### src/rtl/mon_pkg.sv
// Shared command/reply bytes, state encoding and address width for the boot monitor.
package mon_pkg;

  localparam int ADDR_W = 9;

  localparam logic [7:0] CMD_W    = 8'h57;
  localparam logic [7:0] CMD_R    = 8'h52;
  localparam logic [7:0] CMD_G    = 8'h47;
  localparam logic [7:0] RPL_OK   = 8'h2E;
  localparam logic [7:0] RPL_HALT = 8'h48;
  localparam logic [7:0] RPL_ERR  = 8'h3F;

  typedef enum logic [3:0] {
    IDLE,
    ADDR_HI,
    ADDR_LO,
    LEN,
    WDATA,
    RSET,
    RWAIT,
    RSEND,
    RUN,
    REPLY
  } mon_state_e;

endpackage

### src/rtl/mon_port_mux.sv
// Ownership mux: hands the RAM and UART tx ports to the CPU while it is running.
module mon_port_mux
  import mon_pkg::*;
(
  input  logic              running,
  input  logic [ADDR_W-1:0] mon_raddr,
  input  logic [ADDR_W-1:0] mon_waddr,
  input  logic [7:0]        mon_dwrite,
  input  logic              mon_we,
  input  logic [7:0]        mon_tx_byte,
  input  logic              mon_transmit,
  input  logic [ADDR_W-1:0] cpu_raddr,
  input  logic [ADDR_W-1:0] cpu_waddr,
  input  logic [7:0]        cpu_dwrite,
  input  logic              cpu_we,
  input  logic [7:0]        cpu_tx_byte,
  input  logic              cpu_transmit,
  output logic [ADDR_W-1:0] ram_raddr,
  output logic [ADDR_W-1:0] ram_waddr,
  output logic [7:0]        ram_dwrite,
  output logic              ram_we,
  output logic [7:0]        tx_byte,
  output logic              transmit
);

  assign ram_raddr  = running ? cpu_raddr    : mon_raddr;
  assign ram_waddr  = running ? cpu_waddr    : mon_waddr;
  assign ram_dwrite = running ? cpu_dwrite   : mon_dwrite;
  assign ram_we     = running ? cpu_we       : mon_we;
  assign tx_byte    = running ? cpu_tx_byte  : mon_tx_byte;
  assign transmit   = running ? cpu_transmit : mon_transmit;

endmodule

### src/rtl/boot_monitor.sv
// Boot/debug monitor: UART write/read/go protocol owning RAM and tx while the CPU is idle.
// Define MON_TIMEOUT_EN to abort half-received commands after TIMEOUT_CYCLES of silence.
module boot_monitor
  import mon_pkg::*;
#(
  parameter int RD_LAT         = 2,
  parameter int TIMEOUT_CYCLES = 1200000
) (
  input  logic              clk,
  input  logic              rst,
  input  logic              received,
  input  logic [7:0]        rx_byte,
  input  logic              is_transmitting,
  output logic [7:0]        tx_byte,
  output logic              transmit,
  output logic [ADDR_W-1:0] ram_raddr,
  input  logic [7:0]        ram_dread,
  output logic [ADDR_W-1:0] ram_waddr,
  output logic [7:0]        ram_dwrite,
  output logic              ram_we,
  input  logic [ADDR_W-1:0] cpu_raddr,
  input  logic [ADDR_W-1:0] cpu_waddr,
  input  logic [7:0]        cpu_dwrite,
  input  logic              cpu_we,
  input  logic [7:0]        cpu_tx_byte,
  input  logic              cpu_transmit,
  output logic              cpu_start,
  output logic [ADDR_W-1:0] cpu_startaddr,
  input  logic              cpu_halted,
  output logic              running
);

  localparam int WAIT_W = (RD_LAT < 2) ? 1 : $clog2(RD_LAT + 1);

  if (RD_LAT < 1 || TIMEOUT_CYCLES < 1) begin : g_param_chk
    $error("boot_monitor: RD_LAT and TIMEOUT_CYCLES must be at least 1");
  end

  mon_state_e        state_q, state_d;
  logic [ADDR_W-1:0] addr_q, addr_d;
  logic [8:0]        len_q, len_d;
  logic [7:0]        cmd_q, cmd_d;
  logic [7:0]        reply_q, reply_d;
  logic [7:0]        rdata_q, rdata_d;
  logic [WAIT_W-1:0] wait_q, wait_d;
  logic              start_q, start_d;
  logic [ADDR_W-1:0] startaddr_q, startaddr_d;
  logic              running_q, running_d;

  logic              mon_we;
  logic [7:0]        mon_dwrite;
  logic              mon_transmit;
  logic [7:0]        mon_tx_byte;
  logic              tmo_hit;

`ifdef MON_TIMEOUT_EN
  localparam int TMO_W = $clog2(TIMEOUT_CYCLES + 1);

  logic [TMO_W-1:0] tmo_cnt_q;
  logic             in_cmd;

  // Only mid-command states are timed; RUN and the reply/read phases never abort.
  assign in_cmd  = state_q inside {ADDR_HI, ADDR_LO, LEN, WDATA};
  assign tmo_hit = in_cmd && !received && (tmo_cnt_q == TMO_W'(TIMEOUT_CYCLES - 1));

  always_ff @(posedge clk) begin
    if (rst || !in_cmd || received || tmo_hit) tmo_cnt_q <= '0;
    else                                       tmo_cnt_q <= tmo_cnt_q + 1'b1;
  end
`else
  assign tmo_hit = 1'b0;
`endif

  always_ff @(posedge clk) begin
    if (rst) begin
      state_q     <= IDLE;
      addr_q      <= '0;
      len_q       <= '0;
      cmd_q       <= '0;
      reply_q     <= '0;
      rdata_q     <= '0;
      wait_q      <= '0;
      start_q     <= 1'b0;
      startaddr_q <= '0;
      running_q   <= 1'b0;
    end else begin
      state_q     <= state_d;
      addr_q      <= addr_d;
      len_q       <= len_d;
      cmd_q       <= cmd_d;
      reply_q     <= reply_d;
      rdata_q     <= rdata_d;
      wait_q      <= wait_d;
      start_q     <= start_d;
      startaddr_q <= startaddr_d;
      running_q   <= running_d;
    end
  end

  always_comb begin
    state_d      = state_q;
    addr_d       = addr_q;
    len_d        = len_q;
    cmd_d        = cmd_q;
    reply_d      = reply_q;
    rdata_d      = rdata_q;
    wait_d       = wait_q;
    start_d      = 1'b0;
    startaddr_d  = startaddr_q;
    running_d    = running_q;
    mon_we       = 1'b0;
    mon_transmit = 1'b0;
    mon_tx_byte  = 8'h00;
    unique case (state_q)
      IDLE: if (received) begin
        if (rx_byte == CMD_W || rx_byte == CMD_R || rx_byte == CMD_G) begin
          cmd_d   = rx_byte;
          state_d = ADDR_HI;
        end else begin
          reply_d = RPL_ERR;
          state_d = REPLY;
        end
      end
      ADDR_HI: if (received) begin
        addr_d[ADDR_W-1] = rx_byte[0];
        state_d          = ADDR_LO;
      end
      ADDR_LO: if (received) begin
        addr_d[7:0] = rx_byte;
        if (cmd_q == CMD_G) begin
          start_d     = 1'b1;
          startaddr_d = {addr_q[ADDR_W-1], rx_byte};
          running_d   = 1'b1;
          state_d     = RUN;
        end else begin
          state_d = LEN;
        end
      end
      LEN: if (received) begin
        len_d   = (rx_byte == 8'h00) ? 9'd256 : {1'b0, rx_byte};
        state_d = (cmd_q == CMD_W) ? WDATA : RSET;
      end
      WDATA: if (received) begin
        mon_we = 1'b1;
        addr_d = addr_q + 1'b1;
        len_d  = len_q - 1'b1;
        if (len_q == 9'd1) begin
          reply_d = RPL_OK;
          state_d = REPLY;
        end
      end
      RSET: begin
        wait_d  = '0;
        state_d = RWAIT;
      end
      // ram_raddr tracks addr_q, so the data is valid on the RD_LAT-th wait cycle
      RWAIT: begin
        if (wait_q == WAIT_W'(RD_LAT - 1)) begin
          rdata_d = ram_dread;
          state_d = RSEND;
        end else begin
          wait_d = wait_q + 1'b1;
        end
      end
      RSEND: begin
        mon_tx_byte = rdata_q;
        if (!is_transmitting) begin
          mon_transmit = 1'b1;
          addr_d       = addr_q + 1'b1;
          len_d        = len_q - 1'b1;
          state_d      = (len_q == 9'd1) ? IDLE : RSET;
        end
      end
      RUN: if (cpu_halted) begin
        running_d = 1'b0;
        reply_d   = RPL_HALT;
        state_d   = REPLY;
      end
      REPLY: begin
        mon_tx_byte = reply_q;
        if (!is_transmitting) begin
          mon_transmit = 1'b1;
          state_d      = IDLE;
        end
      end
      default: state_d = IDLE;
    endcase
    if (tmo_hit) begin
      reply_d = RPL_ERR;
      state_d = REPLY;
    end
  end

  assign mon_dwrite    = mon_we ? rx_byte : 8'h00;
  assign cpu_start     = start_q;
  assign cpu_startaddr = startaddr_q;
  assign running       = running_q;

  mon_port_mux u_mux (
    .running      (running_q),
    .mon_raddr    (addr_q),
    .mon_waddr    (addr_q),
    .mon_dwrite   (mon_dwrite),
    .mon_we       (mon_we),
    .mon_tx_byte  (mon_tx_byte),
    .mon_transmit (mon_transmit),
    .cpu_raddr    (cpu_raddr),
    .cpu_waddr    (cpu_waddr),
    .cpu_dwrite   (cpu_dwrite),
    .cpu_we       (cpu_we),
    .cpu_tx_byte  (cpu_tx_byte),
    .cpu_transmit (cpu_transmit),
    .ram_raddr    (ram_raddr),
    .ram_waddr    (ram_waddr),
    .ram_dwrite   (ram_dwrite),
    .ram_we       (ram_we),
    .tx_byte      (tx_byte),
    .transmit     (transmit)
  );

endmodule

### config.mk
export PLATFORM = sky130hd
export DESIGN_NAME = boot_monitor
export DESIGN_NICKNAME = d
export VERILOG_FILES = /design/src/rtl/mon_pkg.sv /design/src/rtl/mon_port_mux.sv /design/src/rtl/boot_monitor.sv
export SDC_FILE = /design/constraint.sdc
export NUM_CORES = 1
export LEC_CHECK = 0
export BUFFER_PORTS_ARGS = -buffer_cell sky130_fd_sc_hd__buf_4
export CORE_MARGIN = 1.5
export CORE_UTILIZATION = 53
export CTS_BUF_LIST = sky130_fd_sc_hd__clkbuf_4
export CTS_CLUSTER_SIZE = 14
export DETAILED_ROUTE_END_ITERATION = 7
export MAX_ROUTING_LAYER = met4
export PLACE_DENSITY = 0.83
export SYNTH_ARGS = -nofsm -noshare
export SYNTH_HDL_FRONTEND = slang
export SYNTH_SLANG_ARGS = --single-unit
### constraint.sdc
create_clock -name clk -period 2.7 [get_ports clk]
set_clock_uncertainty 0.2 [all_clocks]
set_input_delay 0.27 -clock clk [delete_from_list [all_inputs] [get_ports clk]]
set_output_delay 0.27 -clock clk [all_outputs]
set_load 0.03 [all_outputs]
=== Word-level counts from Yosys, hierarchy flattened ===
Index checks and enable logic that the tools add are counted.
W data, S select, Z words.

* Register bits after elaboration: 59
* Latch bits: 0
* Bits in writable memories: 0
* ROM bits: 0
* Output and inout port bits: 47
* Word-level logic and storage cells: 118
* Memories: 0

* Add/sub/neg operators: 3
* Multipliers: 0
* Div/mod/pow operators: 0
* Magnitude comparators: 0
* Eq/ne operators: 29
* Shift operators: 0
* Muxes and demuxes: 51
* Bitwise operators: 2
* Reductions and logical operators: 22

{| class="wikitable"
|+ Operators with widths
! kind !! number
|-
| $mux W8 || 9
|-
| $mux W9 || 8
|-
| $mux W4 || 12
|-
| $pmux W8 S3 || 2
|-
| $eq A8 B7 Y1 const B || 5
|-
| $pmux W4 S10 || 1
|-
| $pmux W9 S3 || 1
|-
| $ne A2 B2 Y1 const B || 13
|-
| $eq A4 B3 Y1 const B || 4
|-
| $pmux W8 S2 || 1
|-
| $reduce_and A4 Y1 || 4
|-
| $mux W1 || 12
|-
| $reduce_bool A3 Y1 || 4
|-
| $reduce_and A10 Y1 || 1
|-
| $add A9 B1 Y9 const B || 1
|-
| $eq A9 B1 Y1 const B || 1
|-
| $sub A9 B1 Y9 const B || 1
|-
| $eq A4 B2 Y1 const B || 2
|-
| $eq A4 B4 Y1 const B || 2
|-
| $logic_not A8 Y1 || 1
|-
| $reduce_and A3 Y1 || 2
|-
| $reduce_and A6 Y1 || 1
|-
| $eq A4 B1 Y1 const B || 1
|-
| $logic_not A4 Y1 || 1
|-
| other kinds (13) || 17
|}

=== Longest topological paths before layout ===
* Depth after elaboration: 6
* Mapped depth: 8
* Mapped depth without buffers: 7

=== Hierarchy ===
From an unflattened synthesis, not the netlist that was laid out.

* Cell total of the unflattened synthesis: 432
* Area, all modules: 3678.5 µm²

{| class="wikitable"
|+ By module, submodules not included
! module !! instances !! cells each !! area an instance (µm²) !! sequential area each (µm²)
|-
| boot_monitor || 1 || 392 || 3089.2 || 1101.1
|-
| mon_port_mux || 1 || 40 || 589.3 || 0.0
|}

=== Worst setup path after synthesis ===
OpenSTA, ideal clock, no wires.

* Kind: register to output
* Start point: reg state_q[0]
* End point: out transmit
* Data arrival time: 2.111 ns
* Data required time: 2.230 ns
* Setup slack: 0.119 ns
* Stages on the path, launching flop included: 8
* Path buffers: 3
* Path through: dfxtp_1 > clkbuf_2 > buf_2 > buf_2 > nand3_1 > nor2_1 > nor2_1 > o31ai_1

* Cells in the longest elaborated chain, start to end: 4
* Elaborated cells on any way between the ends: 5
* Classes of those cells: 2 x eq/ne; 2 x mux; 1 x reduce/logical

{| class="wikitable"
|+ RTL lines
! what !! line !! RTL
|-
| start, declared || boot_monitor.sv:39 || <nowiki>mon_state_e state_q, state_d;</nowiki>
|-
| start signal, assigned || boot_monitor.sv:87 || <nowiki>state_q <= state_d;</nowiki>
|-
| $eq A4 B4 Y1 / $eq A4 B3 Y1 (equally long branches) || boot_monitor.sv:114 || <nowiki>unique case (state_q)</nowiki>
|-
| $reduce_or A2 Y1 (no line) * || - ||
|-
| $mux W1 * || - ||
|-
| $mux W1 * || mon_port_mux.sv:31 || <nowiki>assign transmit = running ? cpu_transmit : mon_transmit;</nowiki>
|-
| end, declared || boot_monitor.sv:15 || <nowiki>output logic transmit,</nowiki>
|}

Every way passes the cells marked *; elsewhere a longest branch is shown, timed or not.

=== Worst setup path after layout ===
* Start point: reg state_q[3]
* End point: out tx_byte[5]

* Cells in the longest elaborated chain, start to end: 3
* Elaborated cells on any way between the ends: 4
* Classes of those cells: 2 x eq/ne; 2 x mux

{| class="wikitable"
|+ RTL lines
! what !! line !! RTL
|-
| $eq A4 B4 Y1 / $eq A4 B3 Y1 (equally long branches) || boot_monitor.sv:114 ||
|-
| $pmux W8 S2 * || boot_monitor.sv:114 ||
|-
| $mux W8 * || mon_port_mux.sv:30 || <nowiki>assign tx_byte = running ? cpu_tx_byte : mon_tx_byte;</nowiki>
|-
| end, declared || boot_monitor.sv:14 || <nowiki>output logic [7:0] tx_byte,</nowiki>
|}

Marked as above.

==> impl_metrics.py <==
metrics = {
    "status": {
        "status": "complete, no violations",
    },
    "synthesis": {
        "synth-seq-cells": 55,
        "seq_area_frac_synth": 0.336,
        "synth.distinct_cells": 61,
        "synth-edff-count": 0,
        "synth_top_area_share": 0.336,
        "ys_top_cells_by_area": "dfxtp_1 (34%), nand2_1 (10%), a21oi_1 (6.4%), o21ai_0 (4.7%), nor2_1 (4.1%)",
        "syn-cell-area_um2": 3280,
        "syn_avg_cell_area_um2": 7.32,
        "synth_largest_area_cell": "dfxtp_1",
        "yosysWarnings": 0,
        "async_flop_share": 0,
        "syn-instance-count": 448,
        "synth_nets": 509,
        "synth_ff_type": "dfxtp_1",
    },
    "sta": {
        "setup-violations-final": 0,
        "worst_pin_slew_ns": 0.630,
        "hold_viol_final": 0,
        "period_needed_ns": 2.47,
        "min_period_over_period": 0.914,
        "worst_slack_ns": 0.232,
        "relSlewSlack": 0.577,
        "fmax_mhz": 405,
        "tns_ns": 0,
        "finalMaxSlewViolations": 0,
    },
    "setup_path": {
        "cpMaxStageDelayCell": "dfxtp_2",
        "worst-path-max-fanout": 9,
        "crit_type": "reg2out",
        "start_kind": "register",
        "reg2reg_slack_ns": 0.46,
        "crit_top_cell": "buf_4",
        "required_ns": 2.23,
        "startpoint": "state_q[3]",
        "r2r_cells": 4,
        "crit_end": "tx_byte[5]",
        "cp_data_arrival_time_ns": 2.00,
        "regToRegEndpoint": "running",
        "reg2reg_from": "cmd_q[3]",
        "cp-end-kind": "primary output",
        "critPathMaxStageDelay_ns": 0.42,
        "worstPathCellList": "buf_4, nand2_1, nor3_1, buf_4, and2_1, a21oi_1, o21ai_0, buf_4",
    },
    "global_routing": {
        "grt-busiest-layer": "met2",
        "grt_max_degree": 47,
        "antenna_found_initial": 0,
        "grt-ovfl-total": 0,
        "grt_usage": 0.295,
        "grt_pass1_wl_um": 15100,
        "grtUsageMet2": 0.507,
        "use_met3": 0.0500,
        "grt_util_met1": 0.356,
        "grt_pass1_vias": 3263,
    },
    "routing": {
        "first_pass_iters": 4,
        "dr_total_vias": 3738,
        "totalWireLength_um": 9690,
        "drtIter0Drc": 282,
        "drc_errors": 0,
        "wl_per_cell_um": 15.4,
        "ant_nets": 0,
        "via_per_inst": 5.93,
    },
    "finish": {
        "nets": 615,
        "layout_common_cells": "buf_4 (116), nand2_1 (87), dfxtp_1 (51)",
        "area_delta_synth_final_pct": 32.4,
        "insertedDiodeCount": 0,
        "layout_commonest_cell": "buf_4",
        "final_design_area_no_fill_um2": 4340,
        "drive_gt1_frac": 0.256,
        "post-route-util": 0.729,
    },
    "cts": {
        "cts_buffers": 5,
        "clk_path_buf_depth": 2,
        "htreeDepth": 2,
        "cts.sinks": 55,
        "worstSkewPairLatency_ns": 0.37,
        "root_buffer": "clkbuf_4",
        "cts_tree": "yes",
        "clk_pin_slew_ns": 0.16,
        "cts_setup_buffers": 0,
    },
    "power": {
        "power.leakage_nw": 1.89,
        "power.density_nw_per_um2": 545,
        "peakVddDrop_uv": 521,
        "total_power_mw": 2.37,
    },
    "floorplan": {
        "start_util": 0.550,
        "coreArea_um2": 5960,
        "die_h_um": 81.6,
        "rows": 28,
        "die_x_um": 81.6,
        "die-area_um2": 6670,
        "ioPinCount": 104,
    },
    "placement": {
        "dp_slack_ns": 0.446,
        "io_buffers": 103,
        "placed_cell_area_um2": 4110,
        "gp_congestion": 0.957,
        "hpwl_um": 6840,
    },
    "min_path": {
        "min_from": "rx_byte[1]",
        "hp-class": "in2reg",
    },
    "run": {
        "drv_cap": 0,
    },
}
==> power breakdown <==
part / total (mW) / switching [mW] / internal (mW)
Combinational: 0.920 / 0.530 / 0.390
Clock: 0.450 / 0.259 / 0.191
Sequential: 0.997 / 0.106 / 0.890
==> synth_stat cells (7+ instances only) <==
cell / number
a211oi_1: 7
and2_1: 11
o21ai_0: 31
a21oi_1: 42
nand3_1: 21
clkbuf_1: 19
inv_1: 11
mux2i_1: 11
buf_2: 9
dfxtp_1: 55
a22o_1: 8
nor2_1: 36
nand2_1: 87
nor4_1: 7
nor3_1: 13
==> final cells by class <==
type | count | area, µm²
Sequential cell | 55 | 1110
Clock buffer | 5 | 37.5
Clock inverter | 3 | 38.8
Fill cell | 493 | 1620
Tap cell | 75 | 93.8
Multi-Input combinational cell | 351 | 2010
Timing Repair Buffer | 130 | 1010
Inverter | 11 | 41.3
==> cell families after synthesis <==
group                    synth area share
AND/OR/NAND/NOR                     0.304
AO/OA/AOI/OAI                       0.248
flip-flops                          0.336
buffers and inverters              0.0519
multiplexers                       0.0370
adder cells (fa/ha/maj)            0.0153
XOR/XNOR                          0.00802
==> per-layer routing <==
metal  part of all wire  wire (µm)
met5                  0          0
met3              0.063        612
met4              0.018        178
met1               0.41       4020
met2               0.50       4880
==> worst min path at each step <==
stage | slack, ns | cells after the start | end
after floorplan | 0.21 | 2 | rdata_q[0]
after global placement | 0.24 | 2 | cpu_startaddr[8]
after detailed placement | 0.25 | 2 | cpu_startaddr[8]
after CTS | 0.003 | 3 | cpu_startaddr[6]
after global routing | 0.01 | 3 | addr_q[1]
final | 0.01 | 3 | cpu_startaddr[1]
==> stage by stage <==
step | hold WS [ns] | std cells
2_1_floorplan | 0.214 | 448
3_3_place_gp | 0.241 | 608
3_5_place_dp | 0.247 | 608
4_1_cts | 0.00257 | 628
5_1_grt | 0.0108 | 630
6_report | 0.0129 | 630
==> worst max-delay path, delay by kind of cell (launching register included) <==
kind,cells,cell delay [ns]
compound gates,2,0.25
buf+inv,3,0.58
flops,1,0.42
simple gates,3,0.38
==> flip-flops by register name, indices dropped and copies added (netlist names), 2 cells and up <==
signal,cells
cmd_q,8
addr_q,9
len_q,9
reply_q,4
wait_q,2
state_q,4
cpu_startaddr,9
rdata_q,8
==> repair_timing <==
item                                    CTS  global route
endpoints found under the setup margin    0            18
resized for setup                         0             6
hold endpoints to repair                 12             2
hold buffers                             12             2
No activity file was read; power rests on OpenSTA's default activity.
